$ cat src/rtl/vfu_request_buffer_pkg.sv
// Lane-wide slot request type and tag geometry.
// Shared by the request buffer, its credit tracker and the bench.
package vfu_request_buffer_pkg;

  localparam int SLOT_REQ_W = 206;
  localparam int TAG_W      = 2;
  localparam int NUM_TAGS   = 4;

  // Tag sits at the LSBs so the buffer can find it without decoding the payload.
  typedef struct packed {
    logic [7:0]       opcode;
    logic [195:0]     operands;
    logic [TAG_W-1:0] tag;
  } slot_request_t;

endpackage

$ cat src/rtl/vfu_tag_credit.sv
// Per-tag outstanding-request counters, credit vector and sticky response error.
// Latency: counts update on the edge after issue/response; credit_ok is registered state.
// Backpressure: credit_ok[t] drops while tag t has MAX_PER_TAG requests unanswered.
module vfu_tag_credit
  import vfu_request_buffer_pkg::*;
#(
  parameter int MAX_PER_TAG = 2,
  parameter int CW          = $clog2(MAX_PER_TAG + 1)
) (
  input  logic                   clock,
  input  logic                   reset,
  input  logic                   issue_valid,
  input  logic [TAG_W-1:0]       issue_tag,
  input  logic                   resp_valid,
  input  logic [TAG_W-1:0]       resp_tag,
  output logic [NUM_TAGS-1:0]    credit_ok,
  output logic [NUM_TAGS*CW-1:0] inflight,
  output logic                   any_inflight,
  output logic                   resp_error
);

  localparam logic [CW-1:0] MAX_CNT = CW'(MAX_PER_TAG);

  logic [CW-1:0]       cnt [NUM_TAGS];
  logic [NUM_TAGS-1:0] inc;
  logic [NUM_TAGS-1:0] dec;

  always_comb begin
    inc          = '0;
    dec          = '0;
    credit_ok    = '0;
    inflight     = '0;
    any_inflight = 1'b0;
    for (int t = 0; t < NUM_TAGS; t++) begin
      inc[t]              = issue_valid && (issue_tag == TAG_W'(t));
      dec[t]              = resp_valid && (resp_tag == TAG_W'(t));
      credit_ok[t]        = cnt[t] < MAX_CNT;
      inflight[t*CW +: CW] = cnt[t];
      any_inflight        = any_inflight | (cnt[t] != '0);
    end
  end

  // A response that coincides with an issue on the same tag nets to zero and is never an error.
  always_ff @(posedge clock) begin
    if (reset) begin
      for (int t = 0; t < NUM_TAGS; t++) cnt[t] <= '0;
      resp_error <= 1'b0;
    end else begin
      for (int t = 0; t < NUM_TAGS; t++) begin
        if (inc[t] && !dec[t]) begin
          cnt[t] <= cnt[t] + 1'b1;
        end else if (dec[t] && !inc[t]) begin
          if (cnt[t] != '0) cnt[t] <= cnt[t] - 1'b1;
          else              resp_error <= 1'b1;
        end
      end
    end
  end

endmodule

$ cat src/rtl/vfu_request_buffer.sv
// In-order request FIFO between the slot arbiter and the VFU, gated by per-tag credit.
// Latency: one cycle minimum from acceptance to io_out_valid; no pass-through path.
// Backpressure: io_in_ready low when full (no full-bypass); head waits for io_out_ready and tag credit.
module vfu_request_buffer
  import vfu_request_buffer_pkg::*;
#(
  parameter int  DEPTH       = 2,
  parameter int  MAX_PER_TAG = 2,
  parameter int  PAYLOAD_W   = SLOT_REQ_W,
  localparam int CW          = $clog2(MAX_PER_TAG + 1)
) (
  input  logic                   clock,
  input  logic                   reset,
  input  logic                   io_in_valid,
  output logic                   io_in_ready,
  input  logic [PAYLOAD_W-1:0]   io_in_bits,
  output logic                   io_out_valid,
  input  logic                   io_out_ready,
  output logic [PAYLOAD_W-1:0]   io_out_bits,
  input  logic                   io_resp_valid,
  input  logic [TAG_W-1:0]       io_resp_tag,
  output logic [NUM_TAGS*CW-1:0] io_inflight,
  output logic                   io_busy,
  output logic                   io_respError
);

  localparam int AW = $clog2(DEPTH);

  logic [PAYLOAD_W-1:0] mem [DEPTH];
  logic [AW-1:0]        wptr;
  logic [AW-1:0]        rptr;
  logic [AW:0]          count;
  logic                 enq;
  logic                 deq;
  logic [TAG_W-1:0]     head_tag;
  logic [NUM_TAGS-1:0]  credit_ok;
  logic                 any_inflight;

  assign head_tag     = mem[rptr][TAG_W-1:0];
  assign io_in_ready  = count != (AW+1)'(DEPTH);
  assign io_out_valid = (count != '0) && credit_ok[head_tag];
  assign io_out_bits  = mem[rptr];
  assign enq          = io_in_valid && io_in_ready;
  assign deq          = io_out_valid && io_out_ready;
  assign io_busy      = (count != '0) || any_inflight;

  // Storage needs no reset: the head is only meaningful while count is non-zero.
  always_ff @(posedge clock) begin
    if (enq) mem[wptr] <= io_in_bits;
  end

  always_ff @(posedge clock) begin
    if (reset) begin
      wptr  <= '0;
      rptr  <= '0;
      count <= '0;
    end else begin
      if (enq) wptr <= wptr + 1'b1;
      if (deq) rptr <= rptr + 1'b1;
      case ({enq, deq})
        2'b10:   count <= count + 1'b1;
        2'b01:   count <= count - 1'b1;
        default: count <= count;
      endcase
    end
  end

  vfu_tag_credit #(
    .MAX_PER_TAG(MAX_PER_TAG),
    .CW         (CW)
  ) u_credit (
    .clock       (clock),
    .reset       (reset),
    .issue_valid (deq),
    .issue_tag   (head_tag),
    .resp_valid  (io_resp_valid),
    .resp_tag    (io_resp_tag),
    .credit_ok   (credit_ok),
    .inflight    (io_inflight),
    .any_inflight(any_inflight),
    .resp_error  (io_respError)
  );

endmodule

$ cat config.mk
export PLATFORM = sky130hd
export DESIGN_NAME = vfu_request_buffer
export DESIGN_NICKNAME = d
export VERILOG_FILES = /design/src/rtl/vfu_request_buffer_pkg.sv /design/src/rtl/vfu_tag_credit.sv /design/src/rtl/vfu_request_buffer.sv
export SDC_FILE = /design/constraint.sdc
export NUM_CORES = 1
export LEC_CHECK = 0
export CORE_ASPECT_RATIO = 1.4
export CORE_MARGIN = 1
export CORE_UTILIZATION = 30
export DETAILED_ROUTE_END_ITERATION = 12
export HOLD_SLACK_MARGIN = 0.08
export PLACE_DENSITY = 0.64
export SLEW_MARGIN = 15
export SYNTH_ARGS = -nofsm -noshare
export SYNTH_HDL_FRONTEND = slang
export SYNTH_SLANG_ARGS = --single-unit
$ cat constraint.sdc
create_clock -name clock -period 18.55 [get_ports clock]
set_input_delay 4.6375 -clock clock [delete_from_list [all_inputs] [get_ports clock]]
set_output_delay 4.6375 -clock clock [all_outputs]
set_load 0.02 [all_outputs]
## Word level (Yosys, flattened, before mapping)

Memory sizes are Yosys's and may differ from the RTL's. A register that Yosys moved wholly into a read port is not among the register bits.
Cells that the tools add are included.

| storage, ports and cells | value |
|---|---|
| memories | 2 |
| register bits after elaboration | 5 |
| latch bits | 0 |
| memory bits (writable) | 420 |
| logic and storage cells | 140 |
| input port bits | 213 |
| output and inout bits | 218 |
| memory bits (read-only) | 0 |

Memories:

| name | words | bits a word | read ports | clocked after Yosys merged registers in | wr ports | RTL line | RTL |
|---|---|---|---|---|---|---|---|
| mem | 2 | 206 | 1 | 1 | 1 | vfu_request_buffer.sv:29 | `logic [PAYLOAD_W-1:0] mem [DEPTH];` |
| u_credit.cnt | 4 | 2 | 4 | 0 | 4 | vfu_tag_credit.sv:24 | `logic [CW-1:0] cnt [NUM_TAGS];` |

| cells by class | value |
|---|---|
| shift operators | 0 |
| div/mod/pow operators | 0 |
| equal/unequal tests | 9 |
| add/sub/neg operators | 12 |
| mux-type cells | 61 |
| order comparisons | 5 |
| multiply operators | 0 |
| bitwise logic cells | 11 |
| reductions and logical operators | 36 |

Operator list:

| operator | count |
|---|---|
| $mux W1 | 51 |
| $logic_and A1 B1 Y1 | 19 |
| $mux W2 | 8 |
| $reduce_bool A2 Y1 | 6 |
| $or A1 B1 Y1 | 11 |
| $add A2 B1 Y2 const B | 5 |
| $eq A2 B2 Y1 const B | 5 |
| $sub A2 B1 Y2 const B | 5 |
| $logic_not A1 Y1 | 8 |
| $lt A2 B2 Y1 const B | 4 |
| $eq A2 B1 Y1 const B | 3 |
| $logic_not A2 Y1 | 2 |
| $pmux W2 S2 | 1 |
| $lt A2 B3 Y1 const B | 1 |
| $add A1 B1 Y1 const B | 2 |
| $bmux W1 S2 | 1 |
| $ne A2 B2 Y1 const B | 1 |
| $logic_or A1 B1 Y1 | 1 |

## Longest topological paths before layout

Gate-level depths: netlist (run 1).

| depth | value |
|---|---|
| depth in word-level cells | 19 |
| mapped depth | 9 |

## By module

Synthesis (run 1) repeated with hierarchy kept, for this count alone.

| second synthesis, totals | value |
|---|---|
| cells, all modules | 741 |
| area total of the unflattened synthesis | 15,711.3 µm² |

Modules (own cells, without submodules):

| module | times used | area each (µm²) | cells an instance |
|---|---|---|---|
| vfu_request_buffer | 1 | 15,050.7 | 667 |
| vfu_tag_credit | 1 | 660.6 | 74 |

## Worst setup path after synthesis (run 1)

No wires, ideal clock.

| path | value |
|---|---|
| path type | in2reg |
| start point | in io_in_valid |
| end point | mem mem[0][0] in the netlist's numbering (enable) |
| cell stages on the path | 2 |
| setup slack | 4.499 ns |
| data required time | 17.774 ns |
| library setup time | 0.776 ns |
| data arrival time | 13.275 ns |
| path buffers | 0 |
| cells stage by stage | nand2_1 -> nor2_1 |

| between the ends | value |
|---|---|
| longest elaborated chain between the ends | 3 |

Ends and longest elaborated chain:

| item | RTL line | RTL |
|---|---|---|
| start, declared | vfu_request_buffer.sv:14 | `input logic io_in_valid,` |
| $logic_and A1 B1 Y1 | vfu_request_buffer.sv:43 | `assign enq = io_in_valid && io_in_ready;` |
| $mux W1 | vfu_request_buffer.sv:49 | `if (enq) mem[wptr] <= io_in_bits;` |
| $mux W1 (implied by the code) | vfu_request_buffer.sv:49 |  |
| end, declared | vfu_request_buffer.sv:29 |  |

No other way between the ends.

==> results of run 1 <==
[registers in the layout, indices dropped and copies added, names as in the netlist, named ones only]
| register | cells |
|---|---|
| u_credit.resp_error | 1 |
| wptr | 1 |
| rptr | 1 |
| mem | 412 |
| u_credit.cnt | 8 |
| count | 2 |
[per-stage QoR]
step | total power (uW) | worst slack (ps) | instances
3_3_place_gp | 2140 | 10850 | 1811
3_5_place_dp | 2150 | 10820 | 1811
2_1_floorplan | 1780 | 4500 | 748
5_1_grt | 3040 | 10100 | 1890
6_report | 2920 | 10310 | 1890
4_1_cts | 2970 | 10220 | 1884
[synth_stat cells (all sizes together)]
cell    instances
edfxtp        420
mux2          206
buf            23
nor2           16
o21ai          11
a21oi           9
nor3            9
nor3b           8
dfxtp           6
nand2           4
and3            3
and3b           3
inv             3
o21a            3
or3             3
clkbuf          2
ha              2
nand4           2
nor4            2
xor2            2
a211oi          1
a311oi          1
a31oi           1
mux2i           1
nand2b          1
nand3           1
nand3b          1
o211a           1
o31ai           1
or3b            1
xnor2           1
[area by class of cell]
cell class                      count  area [sq um]
Antenna cell                        6          15.0
Clock buffer                       53          1110
Clock inverter                     20           159
Fill cell                        4550         29300
Inverter                            3          11.3
Multi-Input combinational cell    294          2850
Sequential cell                   426         12700
Tap cell                          650           813
Timing Repair Buffer              438          4360
[where the power goes]
part	internal [uW]	switching [uW]
clock	453	350
sequential	1230	54.2
combinational	405	432
total	2090	836
[cells in the final DEF, fill, tap and decap left out, types with 3 or more instances in the layout]
| cell | netlist | layout |
|---|---|---|
| sky130_fd_sc_hd__a21oi_1 | 9 | 9 |
| sky130_fd_sc_hd__and3b_1 | 3 | 3 |
| sky130_fd_sc_hd__buf_4 | 1 | 8 |
| sky130_fd_sc_hd__clkbuf_1 | 2 | 10 |
| sky130_fd_sc_hd__clkbuf_16 | 0 | 43 |
| sky130_fd_sc_hd__clkdlybuf4s50_1 | 0 | 430 |
| sky130_fd_sc_hd__clkinv_1 | 0 | 8 |
| sky130_fd_sc_hd__clkinv_2 | 0 | 4 |
| sky130_fd_sc_hd__clkinvlp_4 | 0 | 3 |
| sky130_fd_sc_hd__dfxtp_1 | 6 | 5 |
| sky130_fd_sc_hd__diode_2 | 0 | 6 |
| sky130_fd_sc_hd__edfxtp_1 | 420 | 420 |
| sky130_fd_sc_hd__inv_1 | 3 | 3 |
| sky130_fd_sc_hd__mux2_2 | 206 | 206 |
| sky130_fd_sc_hd__nand2_1 | 4 | 4 |
| sky130_fd_sc_hd__nor2_1 | 16 | 15 |
| sky130_fd_sc_hd__nor3_1 | 9 | 9 |
| sky130_fd_sc_hd__nor3b_1 | 8 | 8 |
| sky130_fd_sc_hd__o21a_1 | 3 | 3 |
| sky130_fd_sc_hd__o21ai_0 | 7 | 7 |
| sky130_fd_sc_hd__o21ai_1 | 4 | 4 |
| sky130_fd_sc_hd__or3_1 | 3 | 3 |
[per-layer routing]
metal	up-vias	GRT usage [%]	wire length, um
met5	-	0	46
met4	6	8.60	2020
met3	102	4.44	2780
met1	4212	13.5	12700
li1	3900	-	-
met2	328	25.3	20300
[worst max-delay path by stage]
stage                startpoint               end  cells past startpoint
floorplan           io_in_valid         mem[0][0]                      2
global placement       register   io_out_bits[49]                      3
detailed placement     register   io_out_bits[38]                      3
CTS                    register  io_out_bits[112]                      3
global route           register  io_out_bits[109]                      3
finish                 register  io_out_bits[112]                      3
[critical path, cell delays in order, from the launching register on]
cell and delay [ps]:
sky130_fd_sc_hd__dfxtp_4 1000, sky130_fd_sc_hd__buf_4 900, sky130_fd_sc_hd__mux2_2 420, sky130_fd_sc_hd__clkdlybuf4s50_1 590
[cells by family after synthesis]
group | count (synthesis) | synth area share (%)
xor+xnor | 3 | 0.167
flops | 426 | 81.1
fa+ha+maj | 2 | 0.159
buf+inv | 28 | 0.868
mux | 207 | 14.8
compound gates | 28 | 1.04
simple gates | 54 | 1.89
==> out/qor.json, run 1 <==
{
  "post_synth.cell_area_avg": {"value": 21.0, "unit": "sq um"},
  "initial_antenna_violation_count": {"value": 9},
  "cp-start-kind": {"value": "register"},
  "synth-warning-count": {"value": 0},
  "final_period_util": {"value": 44.4, "unit": "%"},
  "synth_top_area_share": {"value": 80.3, "unit": "%"},
  "min-delay-start": {"value": "rptr"},
  "worstSkewPairLatency": {"value": 550, "unit": "ps"},
  "area_growth_syn_to_fin": {"value": 40.5, "unit": "%"},
  "post_cts_buffers": {"value": 0},
  "critPathArrivalTime": {"value": 3610, "unit": "ps"},
  "worstHoldPathCells": {"value": 2},
  "global_route.usage.total": {"value": 13.9, "unit": "%"},
  "grt_pass1_wl": {"value": 55200, "unit": "um"},
  "final_net_count": {"value": 1420},
  "tritoncts": {"value": "yes"},
  "vias": {"value": 8548},
  "tightest_slew": {"value": 1090, "unit": "ps"},
  "number_of_pins_exceeding_their_max_slew_limit_in_the_final_report": {"value": 0},
  "fp.dieW": {"value": 195, "unit": "um"},
  "run_status": {"value": "completed"},
  "crit_path_max_fanout": {"value": 76},
  "clkTransAtPathRegs": {"value": 60, "unit": "ps"},
  "maximum_clock_insertion_buffer_count": {"value": 3},
  "cts.root.buffer_cell": {"value": "sky130_fd_sc_hd__clkbuf_16"},
  "post_synth_main_area_contributors": {"value": "sky130_fd_sc_hd__edfxtp_1 80%, sky130_fd_sc_hd__mux2_2 15%, sky130_fd_sc_hd__dfxtp_1 0.76%, sky130_fd_sc_hd__buf_2 0.70%, sky130_fd_sc_hd__nor2_1 0.38%"},
  "cts_hold_repair.buffers": {"value": 0},
  "initial_core_util": {"value": 30.6, "unit": "%"},
  "r2r-start": {"value": "count[0]"},
  "io_pins": {"value": 431},
  "setup.reg_to_reg.worst_slack": {"value": 15640, "unit": "ps"},
  "fin_tns_setup": {"value": 0, "unit": "ps"},
  "placeableCoreArea": {"value": 0.0514, "unit": "sq mm"},
  "hold-worst-slack": {"value": 524, "unit": "ps"},
  "placement.io_buffers": {"value": 430},
  "fp.dieH": {"value": 273, "unit": "um"},
  "max_cap_viols": {"value": 0},
  "cts_max_level": {"value": 2},
  "route.antenna.remaining_nets": {"value": 0},
  "dp_hpwl": {"value": 25800, "unit": "um"},
  "worst-setup-path-type": {"value": "reg -> out"},
  "grt_overflow": {"value": 0},
  "worst_ir_drop_on_vdd": {"value": 97.9, "unit": "uV"},
  "synth_seq_area_share": {"value": 81.1, "unit": "%"},
  "clock.fmax": {"value": 121, "unit": "MHz"},
  "grt_start_max_net_pins": {"value": 77},
  "rsz_0062_raised_after_global_routing": {"value": "false"},
  "hold_viol_final": {"value": 0},
  "row_cnt": {"value": 98},
  "postRouteWirelength": {"value": 37800, "unit": "um"},
  "numClockSinks": {"value": 426},
  "post_drt_wl_per_cell": {"value": 20.0, "unit": "um"},
  "min_period": {"value": 8240, "unit": "ps"},
  "synth_area": {"value": 0.0157, "unit": "sq mm"},
  "avgViaCountPerCell": {"value": 4.52},
  "cts.repair.resized": {"value": 0},
  "reg2regPathDepth": {"value": 3},
  "layout.core_utilization": {"value": 42.9, "unit": "%"},
  "post-route-cell-area": {"value": 0.0221, "unit": "sq mm"},
  "number_of_storage_elements_in_the_synthesis_netlist": {"value": 426},
  "critPathCaptureType": {"value": "output pin"},
  "netlist.top_cell.by_area": {"value": "sky130_fd_sc_hd__edfxtp_1"},
  "post_route_cells_drive_above_1_share": {"value": 22.1, "unit": "%"},
  "p_per_area": {"value": 133, "unit": "mW/mm^2"},
  "finalWeightedCongestion": {"value": 0.836},
  "r2r-end": {"value": "mem[1][103]"},
  "post-route-drc-count": {"value": 0},
  "tritoncts_buffer_count": {"value": 42},
  "total_leakage_power": {"value": 0.00727, "unit": "uW"},
  "finalSetupViolCount": {"value": 0},
  "dr.first_iter.drc_count": {"value": 338},
  "timing.max_slew.rel_slack": {"value": 27.1, "unit": "%"},
  "cp_data_required_time": {"value": 13910, "unit": "ps"},
  "floorplan.die_area": {"value": 0.0533, "unit": "sq mm"},
  "first_global_vias": {"value": 9192},
  "syn_inst": {"value": 748},
  "hp-class": {"value": "reg -> reg"},
  "synth_fp_nets": {"value": 963},
  "placed_area": {"value": 0.0208, "unit": "sq mm"},
  "worst_clock_skew": {"value": 19.3, "unit": "ps"},
  "drt_pre_antenna_iters": {"value": 4},
  "yosysUniqueCellTypes": {"value": 33}
}
Note: power is estimated with default switching activity, not from simulation.
==> run 2: changes to the inputs <==
PLACE_DENSITY = 0.66   (was 0.64)
clock period = 6.8 ns   (was 18.55 ns; I/O delays follow)
==> run 2 against run 1 <==
  * Clock-buffer cell count up 1
  * Non-clock buffer count down 2
  * Global-route usage down 0.45 points
  * Clock power rose to 3.0 times the previous value
  * Sequential share of layout area decreased by 0.64 points
  * First-iteration DRC count increased by 20%
  * Largest cell class unchanged
==> out/qor.json, run 2 (synthesized netlist as in run 1, its figures left out) <==
{
  "run_status": {"value": "completed"},
  "worst_clock_skew": {"value": 18.0, "unit": "ps", "change": "-1.34 ps"},
  "max_cap_viols": {"value": 0, "change": "unchanged"},
  "fin_tns_setup": {"value": 0, "unit": "ps", "change": "unchanged"},
  "place.detailed.instances": {"value": 1809, "change": "-0.11%"},
  "post-route-cell-area": {"value": 0.0223, "unit": "sq mm", "change": "+1.1%"},
  "placement.io_buffers": {"value": 430, "change": "unchanged"},
  "p_per_area": {"value": 369, "unit": "mW/mm^2", "change": "+180%"},
  "post_cts_buffers": {"value": 0, "change": "unchanged"},
  "clkTransAtPathRegs": {"value": 60, "unit": "ps", "change": "about the same"},
  "crit_path_max_fanout": {"value": 67, "change": "-12%"},
  "row_cnt": {"value": 98, "change": "unchanged"},
  "grt_start_max_net_pins": {"value": 117, "change": "+52%"},
  "worstSkewPairLatency": {"value": 550, "unit": "ps", "change": "about the same"},
  "tritoncts": {"value": "yes"},
  "cts_max_level": {"value": 2, "change": "unchanged"},
  "fp.dieH": {"value": 273, "unit": "um", "change": "unchanged"},
  "preCtsSetupSlack": {"value": 2510, "unit": "ps", "change": "-8310 ps"},
  "numClockSinks": {"value": 426, "change": "unchanged"},
  "first_global_vias": {"value": 9057, "change": "-1.5%"},
  "initial_core_util": {"value": 30.6, "unit": "%", "change": "unchanged"},
  "largest_register_ffs": {"value": 412, "change": "unchanged"},
  "grt_pass1_wl": {"value": 54100, "unit": "um", "change": "-2.0%"},
  "number_of_pins_exceeding_their_max_slew_limit_in_the_final_report": {"value": 0, "change": "unchanged"},
  "tightest_slew": {"value": 915, "unit": "ps", "change": "-178 ps"},
  "rsz_0062_raised_after_global_routing": {"value": "false"},
  "critPathArrivalTime": {"value": 3130, "unit": "ps", "change": "-480 ps"},
  "total_leakage_power": {"value": 0.00736, "unit": "uW", "change": "+1.3%"},
  "floorplan.die_area": {"value": 0.0533, "unit": "sq mm", "change": "unchanged"},
  "largest-register": {"value": "mem"},
  "maximum_clock_insertion_buffer_count": {"value": 3, "change": "unchanged"},
  "finalSetupViolCount": {"value": 0, "change": "unchanged"},
  "post_drt_wl_per_cell": {"value": 19.4, "unit": "um", "change": "-2.8%"},
  "global_route.usage.total": {"value": 13.4, "unit": "%", "change": "-0.45 points"},
  "placed_area": {"value": 0.0208, "unit": "sq mm", "change": "+0.23%"},
  "placeableCoreArea": {"value": 0.0514, "unit": "sq mm", "change": "unchanged"},
  "drt_pre_antenna_iters": {"value": 4, "change": "unchanged"},
  "fp.dieW": {"value": 195, "unit": "um", "change": "unchanged"},
  "dp_hpwl": {"value": 24600, "unit": "um", "change": "-4.7%"},
  "hp-class": {"value": "reg -> reg"},
  "layout_commonest_cell": {"value": "sky130_fd_sc_hd__clkdlybuf4s50_1"},
  "mostFrequentLayoutCells": {"value": "430 x sky130_fd_sc_hd__clkdlybuf4s50_1, 420 x sky130_fd_sc_hd__edfxtp_1, 206 x sky130_fd_sc_hd__mux2_2, 45 x sky130_fd_sc_hd__clkbuf_16, 15 x sky130_fd_sc_hd__nor2_1"},
  "post_route_cells_drive_above_1_share": {"value": 22.8, "unit": "%", "change": "+0.72 points"},
  "cts.root.buffer_cell": {"value": "sky130_fd_sc_hd__clkbuf_16"},
  "worst-setup-path-type": {"value": "reg -> out"},
  "initial_antenna_violation_count": {"value": 8, "change": "-1"},
  "post-route-drc-count": {"value": 0, "change": "unchanged"},
  "final_period_util": {"value": 71.1, "unit": "%"},
  "clock.fmax": {"value": 207, "unit": "MHz"},
  "worst_ir_drop_on_vdd": {"value": 278, "unit": "uV", "change": "+180%"},
  "setup_ws": {"value": 1970, "unit": "ps", "change": "-8340 ps"},
  "min_period": {"value": 4830, "unit": "ps"},
  "cp-start-kind": {"value": "register"},
  "dr.first_iter.drc_count": {"value": 405, "change": "+20%"},
  "critPathCaptureType": {"value": "output pin"},
  "vias": {"value": 8468, "change": "-0.94%"},
  "cts_hold_repair.buffers": {"value": 0, "change": "unchanged"},
  "final_net_count": {"value": 1420, "change": "unchanged"},
  "layout_top_registers": {"value": "mem: 412 flops, u_credit.cnt: 8 flops, count: 2 flops"},
  "finalWeightedCongestion": {"value": 0.788, "change": "-5.7%"},
  "timing.max_slew.rel_slack": {"value": 38.8, "unit": "%", "change": "+12 points"},
  "io_pins": {"value": 431, "change": "unchanged"},
  "multi_input_gate_area_in_the_final_layout": {"value": 0.00285, "unit": "sq mm", "change": "unchanged"},
  "hold_viol_final": {"value": 0, "change": "unchanged"},
  "layout_filler_cell_count": {"value": 4540, "change": "-0.22%"},
  "area_growth_syn_to_fin": {"value": 42.0, "unit": "%"},
  "postRouteWirelength": {"value": 36900, "unit": "um", "change": "-2.5%"},
  "cts.repair.resized": {"value": 0, "change": "unchanged"},
  "final-seq-area": {"value": 0.0127, "unit": "sq mm", "change": "unchanged"},
  "avgViaCountPerCell": {"value": 4.47, "change": "-1.2%"},
  "cp_data_required_time": {"value": 5100, "unit": "ps", "change": "-8810 ps"},
  "route.antenna.remaining_nets": {"value": 0, "change": "unchanged"},
  "grt_overflow": {"value": 0, "change": "unchanged"},
  "instances_no_fill": {"value": 1896, "change": "+0.32%"},
  "tritoncts_buffer_count": {"value": 44, "change": "+4.8%"}
}
-- run 2: cell types whose count changed in the layout (fill, tap and decap cells not counted), moves of 2 or more --
cell                         change
sky130_fd_sc_hd__bufinv_16       +4
sky130_fd_sc_hd__clkbuf_16       +2
sky130_fd_sc_hd__buf_4           -7
sky130_fd_sc_hd__clkinvlp_4      +3
sky130_fd_sc_hd__clkinv_1        -4
sky130_fd_sc_hd__buf_12          +5
-- run 2: routing by layer --
layer	track usage [%]	up-vias	routed length (um)
met2	24.0	305	19400
met4	7.36	2	1670
met1	14.4	4159	13500
met3	3.54	88	2310
li1	-	3914	-
met5	0	-	9
-- run 2: final timing paths --
path	slack, ps	end	from	cells after the start
max	1970	io_out_bits[64]	register	3
min	510	register	rptr	2
max reg2reg	4280	count[1]	register	7
min reg2reg	510	register	rptr	2
-- run 2: area by class of cell --
type	instances	share of cell area, %
well taps	650	3.65
clock buffers	54	5.20
multi-input cells	294	12.8
flip-flops and latches	426	57.1
diodes	7	0.0785
clock inverters	26	1.39
inverters	3	0.0505
repair buffers	436	19.8
-- run 2: stage by stage --
| step | hold slack (ps) | total power [uW] | util, % |
|---|---|---|---|
| 2_1_floorplan | 480 | 4770 | - |
| 3_3_place_gp | 487 | 5830 | 40.5 |
| 3_5_place_dp | 503 | 5860 | 40.5 |
| 4_1_cts | 513 | 8350 | 43.4 |
| 5_1_grt | 551 | 8560 | 43.4 |
| 6_report | 513 | 8230 | 43.4 |
-- run 2: power by group --
part / switching [uW] / internal, uW
Clock: 993 / 1450
Sequential: 146 / 3360
Combinational: 1170 / 1120
Total: 2310 / 5920
-- run 2: critical path: stages (launching register included) --
cell and delay (ps):
sky130_fd_sc_hd__dfxtp_4 900, sky130_fd_sc_hd__buf_4 600, sky130_fd_sc_hd__mux2_2 420, sky130_fd_sc_hd__clkdlybuf4s50_1 540
